<file path="config.mk">
export PLATFORM = sky130hd
export DESIGN_NAME = pipeline_ctrl
export DESIGN_NICKNAME = d
export VERILOG_FILES = /design/src/rtl/pipeline_ctrl.sv
export SDC_FILE = /design/constraint.sdc
export NUM_CORES = 1
export LEC_CHECK = 0
export ABC_AREA = 1
export ABC_CLOCK_PERIOD_IN_PS = 1850
export CAP_MARGIN = 20
export CORE_UTILIZATION = 46
export DETAILED_ROUTE_END_ITERATION = 8
export PLACE_DENSITY_LB_ADDON = 0.1
export SYNTH_ARGS = -nofsm -noshare
export SYNTH_HDL_FRONTEND = slang
export SYNTH_SLANG_ARGS = --single-unit
</file>
<file path="constraint.sdc">
create_clock -name CLK -period 1.85 [get_ports CLK]
set_input_delay 0.4625 -clock CLK [delete_from_list [all_inputs] [get_ports CLK]]
set_output_delay 0.4625 -clock CLK [all_outputs]
set_load 0.01 [all_outputs]
</file>
<file path="src/rtl/pipeline_ctrl.sv">
// -----------------------------------------------------------------------------
// pipeline_ctrl
//
// Sequencing controller for the five-stage pipeline. It drives the PC enable
// and the enable/flush pairs of the IF/ID, ID/EX, EX/MEM and MEM/WB latches.
// It resolves these events in priority order:
//   1. memory-wait freezes
//   2. halt
//   3. control-transfer redirects
//   4. load-use stalls
//   5. instruction-fetch misses
// It also keeps a saturating stall-cycle counter for performance debug.
//
// Ports
//   CLK, nRST                 clock (rising edge), async active-low reset
//   ihit, dhit                fetch / data access completed this cycle
//   exmem_dREN, exmem_dWEN    load / store held in EX/MEM
//   exmem_halt                halt instruction held in EX/MEM
//   idex_dREN, idex_wsel      load and its destination register in ID/EX
//   ifid_rs, ifid_rt          source registers of the IF/ID instruction
//   ex_redirect               EX resolved a taken branch or jump
//   pc_en                     PC load enable                    (Mealy)
//   *_en, *_flush             latch enables and clears          (Mealy)
//   halted                    registered halt indication
//   stall_count               saturating count of stalled cycles
// -----------------------------------------------------------------------------
module pipeline_ctrl (
    input  logic        CLK,
    input  logic        nRST,
    input  logic        ihit,
    input  logic        dhit,
    input  logic        exmem_dREN,
    input  logic        exmem_dWEN,
    input  logic        exmem_halt,
    input  logic        idex_dREN,
    input  logic [4:0]  idex_wsel,
    input  logic [4:0]  ifid_rs,
    input  logic [4:0]  ifid_rt,
    input  logic        ex_redirect,
    output logic        pc_en,
    output logic        ifid_en,
    output logic        idex_en,
    output logic        exmem_en,
    output logic        memwb_en,
    output logic        ifid_flush,
    output logic        idex_flush,
    output logic        exmem_flush,
    output logic        halted,
    output logic [15:0] stall_count
);

    typedef enum logic [1:0] {
        RUN     = 2'd0,
        MEMWAIT = 2'd1,
        HALT    = 2'd2
    } state_e;

    state_e      state_q, state_d;
    logic        halted_q;
    logic [15:0] count_q, count_d;

    logic mem_busy;
    logic load_use;
    logic freeze;

    assign mem_busy = (exmem_dREN | exmem_dWEN) & ~dhit;

    // Register 0 is hard-wired zero, so a load targeting it never creates a
    // real dependency.
    assign load_use = idex_dREN & (idex_wsel != 5'd0) &
                      ((idex_wsel == ifid_rs) | (idex_wsel == ifid_rt));

    // Once waiting, the freeze is held purely by the outstanding data access.
    assign freeze = (state_q == MEMWAIT) ? ~dhit : mem_busy;

    // ------------------------------------------------------------------
    // State register
    // ------------------------------------------------------------------
    // NOTE: sequential state uses non-blocking assignments so every
    // register samples the pre-edge values of the others.
    always_ff @(posedge CLK or negedge nRST) begin
        if (!nRST) begin
            state_q <= RUN;
        end else begin
            state_q <= state_d;
        end
    end

    // ------------------------------------------------------------------
    // Next-state logic
    // ------------------------------------------------------------------
    always_comb begin
        state_d = state_q;
        unique case (state_q)
            HALT: state_d = HALT;
            default: begin
                if (freeze) begin
                    state_d = MEMWAIT;
                end else if (exmem_halt) begin
                    state_d = HALT;
                end else begin
                    state_d = RUN;
                end
            end
        endcase
    end

    // ------------------------------------------------------------------
    // Output logic (Mealy). Everything defaults to 0, which is the
    // reset, freeze and halt pattern alike.
    // ------------------------------------------------------------------
    // NOTE: every output gets a default before any branch so no path
    // leaves a variable unassigned and no latch is inferred.
    always_comb begin
        pc_en       = 1'b0;
        ifid_en     = 1'b0;
        idex_en     = 1'b0;
        exmem_en    = 1'b0;
        memwb_en    = 1'b0;
        ifid_flush  = 1'b0;
        idex_flush  = 1'b0;
        exmem_flush = 1'b0;

        if (nRST && (state_q != HALT) && !freeze) begin
            pc_en    = 1'b1;
            ifid_en  = 1'b1;
            idex_en  = 1'b1;
            exmem_en = 1'b1;
            memwb_en = 1'b1;
            if (exmem_halt) begin
                // Drain: the halt retires; everything younger is squashed.
                pc_en       = 1'b0;
                ifid_flush  = 1'b1;
                idex_flush  = 1'b1;
                exmem_flush = 1'b1;
            end else if (ex_redirect) begin
                // The squash also covers any load-use or fetch-miss case.
                ifid_flush = 1'b1;
                idex_flush = 1'b1;
            end else if (load_use) begin
                pc_en      = 1'b0;
                ifid_en    = 1'b0;
                idex_flush = 1'b1;
            end else if (!ihit) begin
                pc_en      = 1'b0;
                ifid_flush = 1'b1;
            end
        end
    end

    // ------------------------------------------------------------------
    // Halt flag and stall counter
    // ------------------------------------------------------------------
    always_comb begin
        count_d = count_q;
        if ((state_q != HALT) && !pc_en && (count_q != 16'hFFFF)) begin
            count_d = count_q + 16'd1;
        end
    end

    always_ff @(posedge CLK or negedge nRST) begin
        if (!nRST) begin
            halted_q <= 1'b0;
            count_q  <= 16'd0;
        end else begin
            halted_q <= (state_d == HALT);
            count_q  <= count_d;
        end
    end

    assign halted      = halted_q;
    assign stall_count = count_q;

endmodule

</file>
==> out/results.txt <==
outcome: complete, but fails checks
failing checks: negative setup slack
clk slew on worst S/H paths: 120 ps
first-pass GRT wire length: 5830 um
Worst Path Required: 1390 ps
cell with the most instances after synthesis: nand2_1
CP Class: in2out
setup ws final: -103 ps
ratio of cells with drive above 1 in the final layout: 30.6%
Slew @ Worst Pin: 329 ps
Vias: 1567
Synth top area share: 32.8%
Max clock buf depth: 2
top cells by count, synth: nand2_1, inv_1, nand4_1, nor2_1, dfrtp_1
Die Y: 58.1 um
final setup vio count: 8
RSZ-0062 raised after global routing: true
Worst Skew: 11.2 ps
GP Congestion: 0.853
Final nets: 310
cts bufs inserted: 3
Synth Register Bits: 19
largest net degree at the start of global routing: 28
vias in the first global route: 1360
crit path launch type: primary input
row cnt: 19
peak supply drop: 0.000647 V
synth warn: 0
initial antenna violation count: 0
ANT nets after route: 0
cell taking the most area after synthesis: dfrtp_1
Slew Limit Fails: 0
Max Fclk: 512 MHz
WL final: 3550 um
post-synthesis cell type count: 22
Async SR Flop Fraction: 100%
top post-synthesis cells by area: dfrtp_1, nand2_1, inv_1
Die ar.: 3380 um2
pre-CTS WS: -888 ps
GRT Overall Usage: 21.9%
drt drc: 0
Syn-to-layout area delta: 49.2%
vias per cell: 4.81
relative slew slack: 77.9%
WP data arrival: 1490 ps
HP Class: in2async
total gr overflow: 0
Setup crit end kind: output port
drt pass-1 iters: 4
Leakage Power: 1.11 nW
clk_lat worst skew: 310 ps
Max-Cap Viols: 0
port bufs: 48
Syn Inst Count: 221
EDFF count, synth: 0
starting utilization of the core area: 50.3%
final period utilization: 106%
Synth Cell Area: 1450 um2
final hold viol count: 0
hold bufs inserted after CTS: 0
clock period minus worst slack: 1950 ps
TritonCTS clock tree: done
post-DP HPWL: 2520 um
Mapped Nets: 246
core area: 2880 um2
clock sinks: 19
Avg Inst Size Synth: 6.55 um2
antenna cells: 0
Die X: 58.1 um
Pwr Total: 1.42 mW
CTS Root Cell: clkbuf_4
power density over the cells: 657 nW/um2
Detailed Route Iter0 Violations: 28
Area after DPL: 2010 um2
Routed WL per cell: 10.9 um
CTS H-tree depth: 1
Seq/Total Area, Yosys: 32.8%
top_reg_cell synth: dfrtp_1
worst-path maximum fanout: 3
design area: 2160 um2
Ports: 49
[sequential cells by signal (all words and copies together) (netlist names)]
register	flops
state_q	2
halted	1
stall_count	16
[kinds of logic after synthesis]
family          synth area share [%]
simple gates                    44.3
buf+inv                         14.5
fa+ha+maj                      0.864
xor+xnor                        4.84
flops                           32.8
compound gates                  2.68
[path summary, 6_finish.rpt]
check	to	slack [ps]	depth (start not counted)	from
worst min-delay path	stall_count[15]	320	2	nRST
worst min register to register	stall_count[15]	540	2	stall_count[15]
max in group asynchronous	stall_count[6]	1310	2	nRST
min in group CLK	stall_count[15]	540	2	stall_count[15]
worst max register to register	stall_count[13]	160	9	stall_count[1]
worst max-delay path	idex_flush	-100	8	exmem_dREN
[power breakdown]
group	internal, mW	total, mW	switching, mW
combinational	0.317	0.668	0.351
clock	0.0807	0.215	0.134
sequential	0.476	0.536	0.0592
total	0.874	1.42	0.544
[placed cells by master, fill, tap and decap left out, types with 3 or more instances in the layout]
cell type,count
dlygate4sd2_1,4
nand3_1,9
nand4_1,21
buf_6,12
buf_2,7
inv_2,12
nor2_1,14
inv_1,28
clkbuf_2,4
buf_4,17
clkbuf_4,3
clkdlybuf4s50_1,19
nor3_1,3
dfrtp_1,18
nor2_2,5
xor2_1,5
nand2_1,65
nand3_2,4
nand2_2,8
[per-layer routing]
layer	share of wire (%)	GRT usage [%]
met2	48	36.3
met1	49	30.1
met5	0	0
met4	0.65	4.08
met3	2.4	4.02
[critical path: stages]
cell and delay [ps]:
dlygate4sd2_1 240, inv_1 90, a31oi_4 100, inv_2 80, nand3_4 90, buf_4 150
a31oi_1 120, buf_2 150
[metrics by stage]
stage | cells | util [%] | setup TNS (ps) | hold slack, ps
floorplan | 221 | - | 0 | 167
global placement | 316 | 70.0 | -12940 | 513
detailed placement | 316 | 70.0 | -13700 | 520
CTS | 325 | 71.0 | -671 | 264
global route | 326 | 75.1 | -1010 | 352
finish | 326 | 75.1 | -455 | 319
[timing repair]
action                     4_1_cts  5_1_grt
setup buffers                    5        1
pin swaps                       23       21
gates resized for setup         97       53
setup endpoints to repair       24       19
gates cloned                     0        0
[final cells by class]
type / instances / area [um2]
Clock buffer: 3 / 22.5
Clock inverter: 1 / 5.00
Fill cell: 246 / 717
Inverter: 41 / 156
Multi-Input combinational cell: 154 / 863
Sequential cell: 19 / 477
Tap cell: 42 / 52.6
Timing Repair Buffer: 66 / 583
No activity file was read; power rests on OpenSTA's default activity.
